### src/rtl/bpm_position_calc.sv
// bpm_position_calc
//   Normalised beam position from four button peak amplitudes:
//     X = ((A+D)-(B+C))/S,  Y = ((A+B)-(C+D))/S,  S = A+B+C+D
//   One restoring divider is shared, computing X and then Y. Results are
//   signed Q1.15, with low-signal, ADC-overflow and dropped-frame flags.
//
//   Optional feature macro: BPM_POS_AVG_EN
//     When defined, exponential moving averages of the positions are
//     provided on pos_x_avg / pos_y_avg (weight 2^-AVG_SHIFT).
//
//   Handshake: peak_valid is a single-cycle strobe accepted only in IDLE.
//   Any strobe seen while a frame is in flight (including the DONE cycle)
//   is discarded and remembered in a sticky drop bit. pos_valid is a
//   single-cycle strobe and all result outputs hold between strobes.
//   There is no backpressure on the output side.
//
//   state_dbg exposes the FSM state:
//   0=IDLE 1=LOAD 2=DIV_X 3=DIV_Y 4=DONE.

module bpm_position_calc #(
  parameter int FRAC_BITS = 15,
  parameter int MIN_SUM   = 64,
  parameter int AVG_SHIFT = 3
) (
  input  logic        clk,
  input  logic        rst,
  input  logic        peak_valid,
  input  logic [15:0] max_a,
  input  logic [15:0] max_b,
  input  logic [15:0] max_c,
  input  logic [15:0] max_d,
  input  logic        over_flow_a,
  input  logic        over_flow_b,
  input  logic        over_flow_c,
  input  logic        over_flow_d,
  output logic        busy,
  output logic        pos_valid,
  output logic [15:0] pos_x,
  output logic [15:0] pos_y,
  output logic [16:0] sum_abcd,
  output logic        flag_low,
  output logic        flag_ovf,
  output logic        flag_drop,
`ifdef BPM_POS_AVG_EN
  output logic [15:0] pos_x_avg,
  output logic [15:0] pos_y_avg,
`endif
  output logic [2:0]  state_dbg
);

  // Divider iterations: one quotient bit per cycle, including the integer bit.
  localparam int              N         = FRAC_BITS + 1;
  localparam int              CNT_W     = (N > 1) ? $clog2(N) : 1;
  localparam logic [CNT_W-1:0] LAST_CNT = CNT_W'(N - 1);
  localparam logic [16:0]     MIN_SUM_W = 17'(MIN_SUM);
  // Only the 15 LSBs of each peak carry amplitude; bit 15 is forced to 0.
  localparam logic [15:0]     PEAK_MASK = 16'h7FFF;
  localparam logic [15:0]     Q_SAT     = 16'((1 << FRAC_BITS) - 1);

  typedef enum logic [2:0] {
    S_IDLE  = 3'd0,
    S_LOAD  = 3'd1,
    S_DIV_X = 3'd2,
    S_DIV_Y = 3'd3,
    S_DONE  = 3'd4
  } state_t;

  state_t state, state_next;

  // Captured frame
  logic [15:0] cap_a, cap_b, cap_c, cap_d;
  logic        cap_ovf;

  // Values registered in LOAD
  logic [16:0]        sum_r;
  logic signed [17:0] nx_r, ny_r;
  logic               low_r;

  // Divider state
  logic [CNT_W-1:0] cnt;
  logic [16:0]      rem;
  logic [N-2:0]     quo;
  logic [15:0]      x_res, y_res;

  logic drop_sticky;

  // Combinational LOAD arithmetic
  logic [16:0]        sum_w;
  logic signed [17:0] nx_w, ny_w;

  // Combinational divider step
  logic signed [17:0] n_sel;
  logic               n_neg;
  logic [17:0]        n_abs;
  logic [17:0]        trial;
  logic               ge;
  logic [N-1:0]       q_full;
  logic [15:0]        q_mag;
  logic [15:0]        q_signed;

  assign state_dbg = state;
  assign busy      = (state != S_IDLE);

  // Sum and difference terms of the captured amplitudes.
  always_comb begin
    sum_w = 17'(cap_a) + 17'(cap_b) + 17'(cap_c) + 17'(cap_d);
    nx_w  = 18'(cap_a) + 18'(cap_d) - 18'(cap_b) - 18'(cap_c);
    ny_w  = 18'(cap_a) + 18'(cap_b) - 18'(cap_c) - 18'(cap_d);
  end

  // One restoring-division step on |n|<<FRAC_BITS. The first step compares
  // |n| itself (the integer bit); later steps shift the remainder left.
  always_comb begin
    n_sel    = (state == S_DIV_Y) ? ny_r : nx_r;
    n_neg    = n_sel[17];
    n_abs    = n_neg ? 18'(-n_sel) : 18'(n_sel);
    trial    = (cnt == '0) ? n_abs : {rem, 1'b0};
    ge       = (trial >= {1'b0, sum_r});
    q_full   = {quo, ge};
    // |n| == S is the only way to reach the integer bit; clamp to just below 1.0
    q_mag    = q_full[FRAC_BITS] ? Q_SAT : 16'(q_full);
    q_signed = n_neg ? (~q_mag + 16'd1) : q_mag;
  end

  // State register.
  always_ff @(posedge clk or negedge rst) begin
    if (!rst) state <= S_IDLE;
    else      state <= state_next;
  end

  // Next-state logic.
  always_comb begin
    state_next = state;
    case (state)
      S_IDLE:  if (peak_valid) state_next = S_LOAD;
      S_LOAD:  state_next = (sum_w < MIN_SUM_W) ? S_DONE : S_DIV_X;
      S_DIV_X: if (cnt == LAST_CNT) state_next = S_DIV_Y;
      S_DIV_Y: if (cnt == LAST_CNT) state_next = S_DONE;
      S_DONE:  state_next = S_IDLE;
      default: state_next = S_IDLE;
    endcase
  end

  // Capture, LOAD registers and the shared divider datapath.
  always_ff @(posedge clk or negedge rst) begin
    if (!rst) begin
      cap_a   <= '0;
      cap_b   <= '0;
      cap_c   <= '0;
      cap_d   <= '0;
      cap_ovf <= 1'b0;
      sum_r   <= '0;
      nx_r    <= '0;
      ny_r    <= '0;
      low_r   <= 1'b0;
      cnt     <= '0;
      rem     <= '0;
      quo     <= '0;
      x_res   <= '0;
      y_res   <= '0;
    end else begin
      case (state)
        S_IDLE: begin
          if (peak_valid) begin
            cap_a   <= max_a & PEAK_MASK;
            cap_b   <= max_b & PEAK_MASK;
            cap_c   <= max_c & PEAK_MASK;
            cap_d   <= max_d & PEAK_MASK;
            cap_ovf <= over_flow_a | over_flow_b | over_flow_c | over_flow_d;
          end
        end
        S_LOAD: begin
          sum_r <= sum_w;
          nx_r  <= nx_w;
          ny_r  <= ny_w;
          low_r <= (sum_w < MIN_SUM_W);
          cnt   <= '0;
        end
        S_DIV_X, S_DIV_Y: begin
          rem <= ge ? 17'(trial - {1'b0, sum_r}) : trial[16:0];
          quo <= q_full[N-2:0];
          if (cnt == LAST_CNT) begin
            cnt <= '0;
            if (state == S_DIV_X) x_res <= q_signed;
            else                  y_res <= q_signed;
          end else begin
            cnt <= cnt + 1'b1;
          end
        end
        default: ;
      endcase
    end
  end

  // Sticky record of strobes ignored since the last report.
  always_ff @(posedge clk or negedge rst) begin
    if (!rst)                                 drop_sticky <= 1'b0;
    else if (state == S_DONE)                 drop_sticky <= 1'b0;
    else if (peak_valid && state != S_IDLE)   drop_sticky <= 1'b1;
  end

  // Result registers, updated once per frame on leaving DONE.
  always_ff @(posedge clk or negedge rst) begin
    if (!rst) begin
      pos_valid <= 1'b0;
      pos_x     <= '0;
      pos_y     <= '0;
      sum_abcd  <= '0;
      flag_low  <= 1'b0;
      flag_ovf  <= 1'b0;
      flag_drop <= 1'b0;
    end else begin
      pos_valid <= 1'b0;
      if (state == S_DONE) begin
        pos_valid <= 1'b1;
        pos_x     <= low_r ? 16'd0 : x_res;
        pos_y     <= low_r ? 16'd0 : y_res;
        sum_abcd  <= sum_r;
        flag_low  <= low_r;
        flag_ovf  <= cap_ovf;
        // A strobe landing in the DONE cycle belongs to this report.
        flag_drop <= drop_sticky | peak_valid;
      end
    end
  end

`ifdef BPM_POS_AVG_EN
  logic [15:0] avg_x, avg_y;
  logic        avg_init;

  // avg + ((pos - avg) >>> AVG_SHIFT) at 18 bits, clamped back to Q1.15.
  function automatic logic [15:0] ema_step(input logic [15:0] avg,
                                           input logic [15:0] pos);
    logic signed [17:0] a18, p18, d18, u18;
    a18 = {{2{avg[15]}}, avg};
    p18 = {{2{pos[15]}}, pos};
    d18 = p18 - a18;
    u18 = a18 + (d18 >>> AVG_SHIFT);
    if (u18 > 18'sd32767)       ema_step = 16'h7FFF;
    else if (u18 < -18'sd32768) ema_step = 16'h8000;
    else                        ema_step = u18[15:0];
  endfunction

  assign pos_x_avg = avg_x;
  assign pos_y_avg = avg_y;

  // Moving average over non-low frames; the first such frame seeds it.
  always_ff @(posedge clk or negedge rst) begin
    if (!rst) begin
      avg_x    <= '0;
      avg_y    <= '0;
      avg_init <= 1'b0;
    end else if (state == S_DONE && !low_r) begin
      avg_init <= 1'b1;
      if (!avg_init) begin
        avg_x <= x_res;
        avg_y <= y_res;
      end else begin
        avg_x <= ema_step(avg_x, x_res);
        avg_y <= ema_step(avg_y, y_res);
      end
    end
  end
`endif

endmodule
### config.mk
export PLATFORM = sky130hd
export DESIGN_NAME = bpm_position_calc
export DESIGN_NICKNAME = d
export VERILOG_FILES = /design/src/rtl/bpm_position_calc.sv
export SDC_FILE = /design/constraint.sdc
export NUM_CORES = 1
export LEC_CHECK = 0
export ABC_CLOCK_PERIOD_IN_PS = 6400
export BUFFER_PORTS_ARGS = -buffer_cell sky130_fd_sc_hd__buf_2
export CAP_MARGIN = 20
export CELL_PAD_IN_SITES_DETAIL_PLACEMENT = 0
export CELL_PAD_IN_SITES_GLOBAL_PLACEMENT = 1
export CORE_UTILIZATION = 35
export CTS_CLUSTER_SIZE = 12
export DETAILED_ROUTE_END_ITERATION = 16
export PLACE_DENSITY = 0.66
export SLEW_MARGIN = 5
export SYNTH_ARGS = -nofsm -noshare
export SYNTH_HDL_FRONTEND = slang
export SYNTH_SLANG_ARGS = --single-unit
export TNS_END_PERCENT = 1
### constraint.sdc
create_clock -name clk -period 6.4 [get_ports clk]
set_input_delay 0.96 -clock clk [delete_from_list [all_inputs] [get_ports clk]]
set_output_delay 0.96 -clock clk [all_outputs]
set_load 0.005 [all_outputs]
==> results of run 1 <==
area by class of cell:
class                      count  area [sq um]
fill                        4656         27100
multi-input combinational   1384          9310
sequential                   240          6010
clock buffer                  43           838
timing repair buffer         142           781
tap                          600           751
inverter                     173           649
clock inverter                10           125
cell families after synthesis:
kind of cell | count (synthesis) | synth area share, %
xor+xnor | 85 | 4.59
mux | 43 | 2.72
simple gates | 629 | 17.3
compound gates | 465 | 17.2
buf+inv | 245 | 5.83
fa+ha+maj | 162 | 15.4
flops | 240 | 37.0
state kept, by name (all words and copies together), names as in the netlist, 4 cells and up:
| signal | count |
|---|---|
| nx_r | 18 |
| ny_r | 18 |
| rem | 17 |
| sum_abcd | 17 |
| sum_r | 17 |
| pos_x | 16 |
| pos_y | 16 |
| x_res | 16 |
| y_res | 16 |
| cap_a | 15 |
| cap_b | 15 |
| cap_c | 15 |
| cap_d | 15 |
| quo | 15 |
| cnt | 4 |
cell usage after synthesis, types with 5 or more instances:
library cell	instances
sky130_fd_sc_hd__o21ai_0	241
sky130_fd_sc_hd__a31oi_1	19
sky130_fd_sc_hd__nor3_1	36
sky130_fd_sc_hd__mux2_2	9
sky130_fd_sc_hd__mux2i_1	34
sky130_fd_sc_hd__nand2b_1	47
sky130_fd_sc_hd__o211ai_1	6
sky130_fd_sc_hd__inv_1	173
sky130_fd_sc_hd__o41ai_1	6
sky130_fd_sc_hd__o21bai_1	9
sky130_fd_sc_hd__xnor2_1	42
sky130_fd_sc_hd__fa_1	63
sky130_fd_sc_hd__nor4_1	5
sky130_fd_sc_hd__or2_2	8
sky130_fd_sc_hd__a211oi_1	15
sky130_fd_sc_hd__nor2b_1	12
sky130_fd_sc_hd__o21a_1	16
sky130_fd_sc_hd__and2_1	9
sky130_fd_sc_hd__nand3_1	31
sky130_fd_sc_hd__a21o_1	22
sky130_fd_sc_hd__and3_1	12
sky130_fd_sc_hd__clkbuf_1	62
sky130_fd_sc_hd__or3_1	11
sky130_fd_sc_hd__ha_1	99
sky130_fd_sc_hd__o31ai_1	14
sky130_fd_sc_hd__a221oi_1	5
sky130_fd_sc_hd__xor2_1	43
sky130_fd_sc_hd__dfrtp_1	240
sky130_fd_sc_hd__nand2_1	338
sky130_fd_sc_hd__nor2_1	98
sky130_fd_sc_hd__a21oi_1	63
worst max-delay path: stages, from the launching register on:
cell	delay, ns
sky130_fd_sc_hd__dfrtp_1	0.49
sky130_fd_sc_hd__and3b_2	0.48
sky130_fd_sc_hd__mux2i_1	0.29
sky130_fd_sc_hd__ha_1	0.26
sky130_fd_sc_hd__o2111ai_1	0.22
sky130_fd_sc_hd__o41ai_1	0.47
sky130_fd_sc_hd__xor2_1	0.11
sky130_fd_sc_hd__o21ai_0	0.31
sky130_fd_sc_hd__ha_1	0.36
sky130_fd_sc_hd__nand4_1	0.20
sky130_fd_sc_hd__nor2_1	0.07
sky130_fd_sc_hd__o21a_1	0.16
sky130_fd_sc_hd__o21a_1	0.17
sky130_fd_sc_hd__o41a_1	0.37
sky130_fd_sc_hd__or2_1	0.23
sky130_fd_sc_hd__nor2_1	0.15
sky130_fd_sc_hd__ha_1	0.20
sky130_fd_sc_hd__nand2_1	0.09
sky130_fd_sc_hd__nor2_1	0.16
sky130_fd_sc_hd__nand3_1	0.13
sky130_fd_sc_hd__o21ai_1	0.28
sky130_fd_sc_hd__a21oi_1	0.11
sky130_fd_sc_hd__a31oi_1	0.18
sky130_fd_sc_hd__o21ai_0	0.11
worst max path at each step:
stage | start | end | slack (ns) | cells after the start
finish | state_dbg[2]$_DFFE_PN0P_ | y_res[12]$_DFFE_PN0P_ | 0.65 | 23
global route | state_dbg[2]$_DFFE_PN0P_ | y_res[12]$_DFFE_PN0P_ | 0.07 | 23
CTS | state_dbg[2]$_DFFE_PN0P_ | y_res[12]$_DFFE_PN0P_ | 0.28 | 23
detailed placement | state_dbg[2]$_DFFE_PN0P_ | y_res[12]$_DFFE_PN0P_ | 0.31 | 23
global placement | state_dbg[2]$_DFFE_PN0P_ | y_res[12]$_DFFE_PN0P_ | 0.39 | 23
floorplan | state_dbg[1]$_DFFE_PN0P_ | y_res[12]$_DFFE_PN0P_ | 0.39 | 30
per-layer routing:
layer	global-route usage (%)	part of all wire, %	up-vias
met4	4.48	2.3	0
met5	0	0	-
met2	29.1	46	166
li1	-	-	6516
met3	2.07	2.4	54
met1	25.5	50	6193
per-stage QoR:
| stage | std cells | utilization [%] | area (sq um) | worst slack, ns |
|---|---|---|---|---|
| 6_report | 2592 | 40.5 | 18500 | 0.650 |
| 5_1_grt | 2592 | 40.5 | 18500 | 0.0686 |
| 4_1_cts | 2592 | 40.5 | 18500 | 0.284 |
| 3_5_place_dp | 2539 | 38.4 | 17500 | 0.309 |
| 3_3_place_gp | 2539 | 38.4 | 17500 | 0.392 |
| 2_1_floorplan | 1869 | - | 16200 | 0.389 |
==> summary.md, run 1 <==
| Metric | Value |
|---|---|
| Routed via count divided by cell count | `roughly 5` |
| Register-to-Register Setup Slack | `around 0.65 ns` |
| DRC violation total after the first TritonRoute iteration | `roughly 650` |
| Fmax | `0.174 GHz` |
| Async set-reset flop share out of synthesis | `100%` |
| Commonest cells after routing, fill and taps aside | `sky130_fd_sc_hd__nand2_1 (335), sky130_fd_sc_hd__o21ai_0 (240), sky130_fd_sc_hd__dfrtp_1 (240)` |
| RD Place Congestion | `0.865` |
| Critical path endpoint category | `flop` |
| Tot GR Track Use | `between 10% and 20%` |
| ANT nets after route | `0` |
| Hold buffer count at cts | `0` |
| Number of clock buffers inserted by TritonCTS | `29` |
| Number of I/O pins | `~130` |
| CTS root buf | `sky130_fd_sc_hd__clkbuf_16` |
| Run status | `finished clean` |
| H-tree level count | `1` |
| Placement Rows | `slightly below 80` |
| Antenna violations before repair | `0` |
| Post-DP HPWL | `~33,000 um` |
| Inserted Diodes | `0` |
| Number of gates resized after cts | `0` |
| Clock transition at path regs | `0.06 ns` |
| Cell type with the highest aggregate area in the netlist | `sky130_fd_sc_hd__dfrtp_1` |
| Setup repair after global routing missed its margin | `no` |
| Yosys cell types | `74` |
| Leading cell types by total area after synthesis | `sky130_fd_sc_hd__dfrtp_1 (37%), sky130_fd_sc_hd__nand2_1 (7.8%), sky130_fd_sc_hd__fa_1 (7.8%), sky130_fd_sc_hd__ha_1 (7.6%), sky130_fd_sc_hd__o21ai_0 (7.4%)` |
| Pins Over Slew Limit | `0` |
| Share of Yosys cell area claimed by the top area cell type | `between 30 and 40%` |
| Critical-path maximum fanout | `10` |
| Total of endpoints with negative setup slack in the final report | `0` |
| Slew Limit Headroom | `around 31%` |
| Gate count of the mapped netlist | `roughly 1,900` |
| Origin of the critical flop-to-flop path | `state_dbg[2]$_DFFE_PN0P_` |
| PortBufs | `approximately 120` |
| Area inside the core boundary | `0.0456 sq mm` |
| Synthesized netlist net count | `2,102` |
| MaxCap Viol Count | `0` |
| Area growth, synth to finish | `13.7%` |
| Global-route wire length before repair | `~68,000 um` |
| Average cell area after synthesis | `8.69 sq um` |
| Crit Reg-Reg Endpoint | `y_res[12]$_DFFE_PN0P_` |
| Clock tree skew after final layout | `between 0.01 and 0.015 ns` |
| EDFF count, synth | `0` |
| Mean routed wirelength per cell | `around 16 um` |
| Critical path required time | `just under 7 ns` |
| Most common cell after layout, fill and taps aside | `sky130_fd_sc_hd__nand2_1` |
| Part of the Yosys area used for sequential elements | `between 30 and 40%` |
| Synthesis-stage register bit count | `240` |
| Via Count | `roughly 13,000` |
| Kind of launch point of the worst setup path | `flop` |
| Global-route congestion overflow total | `0` |
| Final number of hold-violating endpoints | `0` |
| WP data arrival | `6.18 ns` |
| Share of final-layout standard cells stronger than drive strength 1 | `11.3%` |
| Final critical delay including setup and external delays | `about 5.8 ns` |
| Floorplan die height | `approximately 220 um` |
| Type of the worst setup path | `flop to flop` |
| Yosys warns | `0` |
| Remaining routing DRC violations | `0` |
| Die outline width | `217 um` |
| Floorplan die area | `around 0.047 sq mm` |
| Most common flop cell mapped by yosys | `sky130_fd_sc_hd__dfrtp_1` |
| Initial standard-cell utilization of the core | `35.6%` |
| Final #Nets | `about 2,200` |
| Total Negative Setup Slacks | `0 ns` |
| Worst-case reg-to-reg path depth | `23` |
| Bufs on Longest Clock Path | `3` |
| Worst-skew pair later-pin latency | `a little under 0.6 ns` |
| Netlist area before placement | `~0.016 sq mm` |
| Clock tree sinks | `240` |
| Vias in the first global route | `12,700` |
| Clock tree from TritonCTS | `yes` |
| First-pass iteration count of the detailed router | `5` |
| Worst min-delay path category | `input pin to asynchronous set/reset pin` |
| Total setup buffers inserted after CTS | `0` |
| Routed wire length | `around 42,000 um` |
| Worst-margin pin slew | `between 1 and 1.5 ns` |
| Share of the clock period used by the worst path after layout | `around 90%` |
| Final worst hold slack | `0.389 ns` |
| Pin count of the biggest net entering global routing | `between 100 and 150` |
Power of run 1 is not shown: default switching activity piles up to over one toggle a cycle in this logic, so the estimate is an artifact.
==> run 2, diff against run 1 <==
--- a/config.mk
+++ b/config.mk
@@ -5,11 +5,13 @@
 export SDC_FILE = /design/constraint.sdc
 export NUM_CORES = 1
 export LEC_CHECK = 0
+export ABC_AREA = 0
 export ABC_CLOCK_PERIOD_IN_PS = 6400
 export BUFFER_PORTS_ARGS = -buffer_cell sky130_fd_sc_hd__buf_2
 export CAP_MARGIN = 20
 export CELL_PAD_IN_SITES_DETAIL_PLACEMENT = 0
 export CELL_PAD_IN_SITES_GLOBAL_PLACEMENT = 1
+export CORE_MARGIN = 2
 export CORE_UTILIZATION = 35
 export CTS_CLUSTER_SIZE = 12
 export DETAILED_ROUTE_END_ITERATION = 16
==> run 2 against run 1 <==
Routed wire length grew 1.4%. Critical path depth unchanged. Maximum frequency is 0.63% lower. Count of clock-buffer cells in the layout stayed put. Global-route usage decreased by 0.12 points. Via count is 0.20% higher. Sequential share of layout area down 0.051 points. Critical path type unchanged. First-iteration DRC count up 1.1%. Largest cell class unchanged. Die area increased by 1.8%. Design area increased by 0.16%. Final cell count hardly changed. Register-to-register slack got worse by 0.04 ns.
==> summary.md, run 2 (synthesis gave the netlist of run 1 again) <==
| Metric | Value |
|---|---|
| Run status | `finished clean` |
| PortBufs | `123 (unchanged)` |
| Final standard cell area without fillers | `0.0185 sq mm (+0.16%)` |
| RD Place Congestion | `0.830 (-4.0%)` |
| MaxCap Viol Count | `0 (unchanged)` |
| Type of the worst setup path | `flop to flop` |
| Placement Rows | `78 (unchanged)` |
| WP data arrival | `6.22 ns (+0.04 ns)` |
| Remaining routing DRC violations | `0 (unchanged)` |
| Clock tree from TritonCTS | `yes` |
| Critical path endpoint category | `flop` |
| Clock transition at path regs | `0.06 ns (about the same)` |
| CTS root buf | `sky130_fd_sc_hd__clkbuf_16` |
| Post-DP HPWL | `32,700 um (+0.43%)` |
| Global-route wire length before repair | `68,800 um (+1.2%)` |
| Floorplan die area | `0.0481 sq mm (+1.8%)` |
| Number of gates resized after cts | `0 (unchanged)` |
| Final number of hold-violating endpoints | `0 (unchanged)` |
| Fmax | `0.173 GHz (-0.63%)` |
| Pin count of the biggest net entering global routing | `134 (-5.0%)` |
| Routed wire length | `42,700 um (+1.4%)` |
| Pins Over Slew Limit | `0 (unchanged)` |
| Routed wire length on met3 | `1170 um (+16%)` |
| Area growth, synth to finish | `13.9%` |
| Worst min-delay path category | `input pin to asynchronous set/reset pin` |
| Commonest cells after routing, fill and taps aside | `sky130_fd_sc_hd__nand2_1 (335), sky130_fd_sc_hd__o21ai_0 (241), sky130_fd_sc_hd__dfrtp_1 (240)` |
| Total of endpoints with negative setup slack in the final report | `0 (unchanged)` |
| Tot GR Track Use | `17.9% (-0.12 points)` |
| Antenna violations before repair | `0 (unchanged)` |
| Kind of launch point of the worst setup path | `flop` |
| Delay of the slowest cell on the worst path | `0.54 ns (+0.05 ns)` |
| Uppermost signal routing layer after detailed routing | `met4` |
| Largest registers | `nx_r: 18 flops, ny_r: 18 flops` |
| Clock tree skew after final layout | `0.0201 ns (+0.00941 ns)` |
| Via Count | `13,000 (+0.20%)` |
| Floorplan die height | `219 um (+0.92%)` |
| Mean routed wirelength per cell | `16.5 um (+1.4%)` |
| Hold buffer count at cts | `0 (unchanged)` |
| Initial standard-cell utilization of the core | `35.6% (unchanged)` |
| Post-Route M1 WL | `20,800 um (-0.26%)` |
| ANT nets after route | `0 (unchanged)` |
| Share of final-layout standard cells stronger than drive strength 1 | `11.3% (about the same)` |
| DRC violation total after the first TritonRoute iteration | `655 (+1.1%)` |
| Setup repair after global routing missed its margin | `no` |
| Vias in the first global route | `12,800 (+0.28%)` |
| Total Negative Setup Slacks | `0 ns (unchanged)` |
| Critical-path maximum fanout | `8 (-2)` |
| Number of clock buffers inserted by TritonCTS | `29 (unchanged)` |
| Worst path cell trace | `and3b_1 > mux2i_1 > ha_1 > o2111ai_1 > o41ai_1 > xor2_1 > o21ai_0 > ha_1 > nand4_1 > nor2_1 > o21a_1 > o21a_1 > o41a_1 > or2_1 > nor2_1 > ha_1 > nand2_1 > nor2_1 > nand3_1 > o21ai_0 > a21oi_1 > a31oi_1 > o21ai_0` |
| Number of I/O pins | `128 (unchanged)` |
| Bufs on Longest Clock Path | `3 (unchanged)` |
| Die outline width | `219 um (+0.92%)` |
| Critical-path cell with the highest stage delay | `sky130_fd_sc_hd__and3b_1` |
| Share of the clock period used by the worst path after layout | `90.4% (+0.57 points)` |
| DR WL met2 | `19,600 um (+1.7%)` |
| Worst-margin pin slew | `1.07 ns (+0.0347 ns)` |
| Total area of multi-input combinational cells | `0.00931 sq mm (about the same)` |
| First-pass iteration count of the detailed router | `5 (unchanged)` |
| Critical path required time | `6.83 ns (about the same)` |
| Register-to-Register Setup Slack | `0.61 ns (-0.04 ns)` |
| H-tree level count | `1 (unchanged)` |
| Slew Limit Headroom | `28.6% (-2.3 points)` |
| Sequential cell area in the final layout | `0.00601 sq mm (unchanged)` |
| Area inside the core boundary | `0.0456 sq mm (unchanged)` |
| Most common cell after layout, fill and taps aside | `sky130_fd_sc_hd__nand2_1` |
| Inserted Diodes | `0 (unchanged)` |
| Routed via count divided by cell count | `5.00 (+0.16%)` |
| Clock tree sinks | `240 (unchanged)` |
| Placement Cell Area | `0.0175 sq mm (unchanged)` |
| Worst-skew pair later-pin latency | `0.59 ns (about the same)` |
| Global-route congestion overflow total | `0 (unchanged)` |
| Final #Nets | `2,203 (unchanged)` |
| Number of fillers in the final layout | `4,614 (-0.90%)` |
| Final critical delay including setup and external delays | `5.79 ns (+0.0366 ns)` |
| Total setup buffers inserted after CTS | `0 (unchanged)` |
==> run 2: changes by cell type in the layout (fill, tap and decap cells not counted) <==
cell	change
sky130_fd_sc_hd__and3b_2	-1
sky130_fd_sc_hd__bufinv_16	+1
sky130_fd_sc_hd__o21ai_0	+1
sky130_fd_sc_hd__and3b_1	+1
sky130_fd_sc_hd__o21ai_1	-1
==> run 2: through the flow <==
stage | utilization, % | setup WS [ns] | instances | hold slack [ns]
global placement | 38.4 | 0.602 | 2539 | 0.455
floorplan | - | 0.389 | 1869 | 0.438
CTS | 40.6 | 0.584 | 2593 | 0.467
finish | 40.6 | 0.613 | 2593 | 0.439
detailed placement | 38.4 | 0.613 | 2539 | 0.456
global route | 40.6 | 0.0463 | 2593 | 0.483
==> run 2: final timing paths <==
path	from	cells past startpoint	end
min reg2reg	nx_r[7]$_DFFE_PN0N_	2	nx_r[7]$_DFFE_PN0N_
max in group asynchronous	rst	2	cap_c[4]$_DFFE_PN0P_
min	rst	1	pos_x[2]$_DFFE_PN0P_
max	state_dbg[2]$_DFFE_PN0P_	23	x_res[12]$_DFFE_PN0P_
max reg2reg	state_dbg[2]$_DFFE_PN0P_	23	x_res[12]$_DFFE_PN0P_
min in group clk	nx_r[7]$_DFFE_PN0N_	2	nx_r[7]$_DFFE_PN0N_
==> run 2: final cells by class <==
| class | count | area share [%] |
|---|---|---|
| clock buffers | 43 | 4.53 |
| clock inverters | 11 | 0.839 |
| inverters | 173 | 3.51 |
| multi-input cells | 1384 | 50.3 |
| flip-flops and latches | 240 | 32.5 |
| well taps | 600 | 4.06 |
| repair buffers | 142 | 4.22 |
==> run 2: layer usage <==
| layer | vias to the layer above | global-route usage [%] |
|---|---|---|
| met5 | - | 0 |
| met2 | 211 | 28.8 |
| met1 | 6157 | 25.4 |
| met4 | 0 | 4.91 |
| met3 | 67 | 1.95 |
| li1 | 6520 | - |
==> run 2: critical path: cells and delay by family, from the launching register on <==
kind	cells	cell delay, ns
DFF	1	0.37
adders and majority gates	3	0.79
and+or+nand+nor	8	1.57
xor gates and xnor gates	1	0.12
muxes	1	0.31
AOI/OAI and AO/OA	10	2.47
Power of run 2 is left out for the same reason.
==> run 3, diff against run 2 <==
--- a/config.mk
+++ b/config.mk
@@ -6,7 +6,7 @@
 export NUM_CORES = 1
 export LEC_CHECK = 0
 export ABC_AREA = 0
-export ABC_CLOCK_PERIOD_IN_PS = 6400
+export ABC_CLOCK_PERIOD_IN_PS = 6100
 export BUFFER_PORTS_ARGS = -buffer_cell sky130_fd_sc_hd__buf_2
 export CAP_MARGIN = 20
 export CELL_PAD_IN_SITES_DETAIL_PLACEMENT = 0
@@ -15,7 +15,7 @@
 export CORE_UTILIZATION = 35
 export CTS_CLUSTER_SIZE = 12
 export DETAILED_ROUTE_END_ITERATION = 16
-export PLACE_DENSITY = 0.66
+export PLACE_DENSITY = 0.64
 export SLEW_MARGIN = 5
 export SYNTH_ARGS = -nofsm -noshare
 export SYNTH_HDL_FRONTEND = slang
==> constraint.sdc (replaced) <==
create_clock -name clk -period 6.1 [get_ports clk]
set_input_delay 0.915 -clock clk [delete_from_list [all_inputs] [get_ports clk]]
set_output_delay 0.915 -clock clk [all_outputs]
set_load 0.005 [all_outputs]
==> run 3 against run 2 <==
Design area up 0.43%. Largest cell class unchanged. Die area unchanged. Sequential share of layout area down 0.14 points. Highest routed layer unchanged. Global-route usage up 0.19 points. Worst setup slack worse by 0.12 ns. Maximum frequency up 3.3%. Clock skew up 0.00067 ns. Utilization up 0.17 points. Flip-flop and latch count unchanged. Non-clock buffer count up 8.
==> summary.md, run 3 (synthesis gave the netlist of run 1 again) <==
| Metric | Value |
|---|---|
| Run status | `finished clean` |
| Worst min-delay path category | `input pin to asynchronous set/reset pin` |
| Most heavily used metal layer in global routing | `met2` |
| Final #Nets | `2,211 (+0.36%)` |
| Routed wire length | `43,200 um (+1.1%)` |
| Remaining routing DRC violations | `0 (unchanged)` |
| Antenna violations before repair | `1 (+1)` |
| Worst path top cell family by delay | `compound AO/OA/AOI/OAI gates` |
| Delay of the slowest cell on the worst path | `0.46 ns (-0.08 ns)` |
| Share of the clock period used by the worst path after layout | `91.9% (+1.4 points)` |
| Final worst hold slack | `0.404 ns (-0.0349 ns)` |
| Fmax | `0.178 GHz (+3.3%)` |
| First-pass iteration count of the detailed router | `5 (unchanged)` |
| Filler-free cell count of the finished design | `2,595 (+0.077%)` |
| WP data arrival | `6.03 ns (-0.19 ns)` |
| Post-DP HPWL | `33,200 um (+1.5%)` |
| Slew Limit Headroom | `34.4% (+5.8 points)` |
| Total Negative Setup Slacks | `0 ns (unchanged)` |
| Worst-case reg-to-reg path depth | `23 (unchanged)` |
| Floorplan die height | `219 um (unchanged)` |
| RD Place Congestion | `0.833 (+0.29%)` |
| Floorplan die area | `0.0481 sq mm (unchanged)` |
| Routed via count divided by cell count | `4.99 (-0.15%)` |
| Kind of launch point of the worst setup path | `flop` |
| CTS root buf | `sky130_fd_sc_hd__clkbuf_16` |
| Largest registers | `nx_r: 18 flops, ny_r: 18 flops` |
| Global-route congestion overflow total | `0 (unchanged)` |
| Clock transition at path regs | `0.06 ns (about the same)` |
| Inserted Diodes | `0 (unchanged)` |
| Pins Over Slew Limit | `0 (unchanged)` |
| Via Count | `12,900 (-0.077%)` |
| PortBufs | `123 (unchanged)` |
| Bufs on Longest Clock Path | `3 (unchanged)` |
| Critical path endpoint category | `flop` |
| MaxCap Viol Count | `0 (unchanged)` |
| Critical path required time | `6.52 ns (-0.31 ns)` |
| Tot GR Track Use | `18.1% (+0.19 points)` |
| Pin count of the biggest net entering global routing | `115 (-14%)` |
| Crit Reg-Reg Endpoint | `y_res[12]$_DFFE_PN0P_` |
| DRC violation total after the first TritonRoute iteration | `609 (-7.0%)` |
| Worst-margin pin slew | `0.984 ns (-0.0866 ns)` |
| Die outline width | `219 um (unchanged)` |
| Origin of the critical flop-to-flop path | `state_dbg[2]$_DFFE_PN0P_` |
| Register-to-Register Setup Slack | `0.50 ns (-0.12 ns)` |
| Share of final-layout standard cells stronger than drive strength 1 | `11.8% (+0.44 points)` |
| Placement Rows | `78 (unchanged)` |
| Number of I/O pins | `128 (unchanged)` |
| Final critical delay including setup and external delays | `5.60 ns (-0.183 ns)` |
| Mean routed wirelength per cell | `16.6 um (+0.99%)` |
| Met3 Use GR | `1.97% (+0.014 points)` |
| ANT nets after route | `0 (unchanged)` |
| Hold buffer count at cts | `0 (unchanged)` |
| Commonest cells after routing, fill and taps aside | `sky130_fd_sc_hd__nand2_1 (335), sky130_fd_sc_hd__o21ai_0 (240), sky130_fd_sc_hd__dfrtp_1 (240)` |
| Met1 Resource Use GR | `26.2% (+0.80 points)` |
| Number of clock buffers inserted by TritonCTS | `29 (unchanged)` |
| Area growth, synth to finish | `14.3%` |
| Setup repair after global routing missed its margin | `no` |
| Worst path bufs/invs | `0 (unchanged)` |
| Worst-skew pair later-pin latency | `0.58 ns (about the same)` |
| Clock tree from TritonCTS | `yes` |
| Vias in the first global route | `12,600 (-0.85%)` |
| H-tree level count | `1 (unchanged)` |
| Global-route wire length before repair | `69,000 um (+0.25%)` |
| Clock tree skew after final layout | `0.0207 ns (+0.000670 ns)` |
| Clock tree sinks | `240 (unchanged)` |
| Total of endpoints with negative setup slack in the final report | `0 (unchanged)` |
| Type of the worst setup path | `flop to flop` |
| Area inside the core boundary | `0.0456 sq mm (unchanged)` |
| Initial standard-cell utilization of the core | `35.6% (unchanged)` |
| Critical-path cell with the highest stage delay | `sky130_fd_sc_hd__o41ai_1` |
| Critical-path maximum fanout | `7 (-1)` |
| Worst path cell trace | `and3b_2 > mux2i_1 > ha_1 > o2111ai_1 > o41ai_1 > xor2_1 > o21ai_0 > ha_1 > nand4_1 > nor2_1 > o21a_1 > o21a_1 > o41a_1 > or2_1 > nor2_1 > ha_1 > nand2_1 > nor2_1 > nand3_1 > o21ai_1 > a21oi_1 > a31oi_1 > o21ai_0` |
| Most common cell after layout, fill and taps aside | `sky130_fd_sc_hd__nand2_1` |
| Met2 usage in global routing | `29.0% (+0.25 points)` |
| Number of instances in the placed design | `2,544 (+0.20%)` |
| Final number of hold-violating endpoints | `0 (unchanged)` |
## run 3: stage by stage
| stage | utilization, % | worst slack, ns | area (sq um) |
|---|---|---|---|
| global placement | 38.4 | 0.332 | 17500 |
| detailed placement | 38.4 | 0.198 | 17500 |
| finish | 40.7 | 0.497 | 18600 |
| CTS | 40.7 | 0.188 | 18500 |
| global route | 40.7 | 0.0219 | 18600 |
| floorplan | - | 0.0888 | 16200 |
## run 3: cell type report
type	count	area, sq um
inverters	173	649
clock inverters	7	153
fillers	4615	27000
flip-flops and latches	240	6010
repair buffers	150	828
well taps	600	751
clock buffers	41	871
multi-input cells	1384	9310
## run 3: how the worst max path moves through the flow
stage / slack, ns / from / cells after the start / endpoint
after detailed placement: 0.20 / state_dbg[2]$_DFFE_PN0P_ / 23 / y_res[12]$_DFFE_PN0P_
after floorplan: 0.09 / state_dbg[1]$_DFFE_PN0P_ / 30 / y_res[12]$_DFFE_PN0P_
final: 0.50 / state_dbg[2]$_DFFE_PN0P_ / 23 / y_res[12]$_DFFE_PN0P_
after CTS: 0.19 / state_dbg[2]$_DFFE_PN0P_ / 23 / y_res[12]$_DFFE_PN0P_
after global placement: 0.33 / state_dbg[2]$_DFFE_PN0P_ / 23 / y_res[12]$_DFFE_PN0P_
after global routing: 0.02 / state_dbg[2]$_DFFE_PN0P_ / 23 / y_res[12]$_DFFE_PN0P_
## run 3: metal layers
layer,vias to the layer above,part of all wire (%)
met5,-,0
met3,49,2.8
met4,0,1.8
met2,185,46
li1,6526,-
met1,6185,50
## run 3: timing repair
| action | in CTS | in global routing |
|---|---|---|
| resized for setup | 0 | 2 |
| setup endpoints to repair | 0 | 4 |
| buffers inserted | 0 | 3 |
## run 3: worst register-to-register path: stages, from the launching register on
cell and delay [ns]:
sky130_fd_sc_hd__dfrtp_1 0.37, sky130_fd_sc_hd__and3b_2 0.39, sky130_fd_sc_hd__mux2i_1 0.29, sky130_fd_sc_hd__ha_1 0.25, sky130_fd_sc_hd__o2111ai_1 0.22, sky130_fd_sc_hd__o41ai_1 0.46, sky130_fd_sc_hd__xor2_1 0.12, sky130_fd_sc_hd__o21ai_0 0.32
sky130_fd_sc_hd__ha_1 0.36, sky130_fd_sc_hd__nand4_1 0.20, sky130_fd_sc_hd__nor2_1 0.08, sky130_fd_sc_hd__o21a_1 0.16, sky130_fd_sc_hd__o21a_1 0.17, sky130_fd_sc_hd__o41a_1 0.38, sky130_fd_sc_hd__or2_1 0.25, sky130_fd_sc_hd__nor2_1 0.15
sky130_fd_sc_hd__ha_1 0.20, sky130_fd_sc_hd__nand2_1 0.11, sky130_fd_sc_hd__nor2_1 0.14, sky130_fd_sc_hd__nand3_1 0.12, sky130_fd_sc_hd__o21ai_1 0.26, sky130_fd_sc_hd__a21oi_1 0.10, sky130_fd_sc_hd__a31oi_1 0.21, sky130_fd_sc_hd__o21ai_0 0.14
Power of run 3 is left out for the same reason.
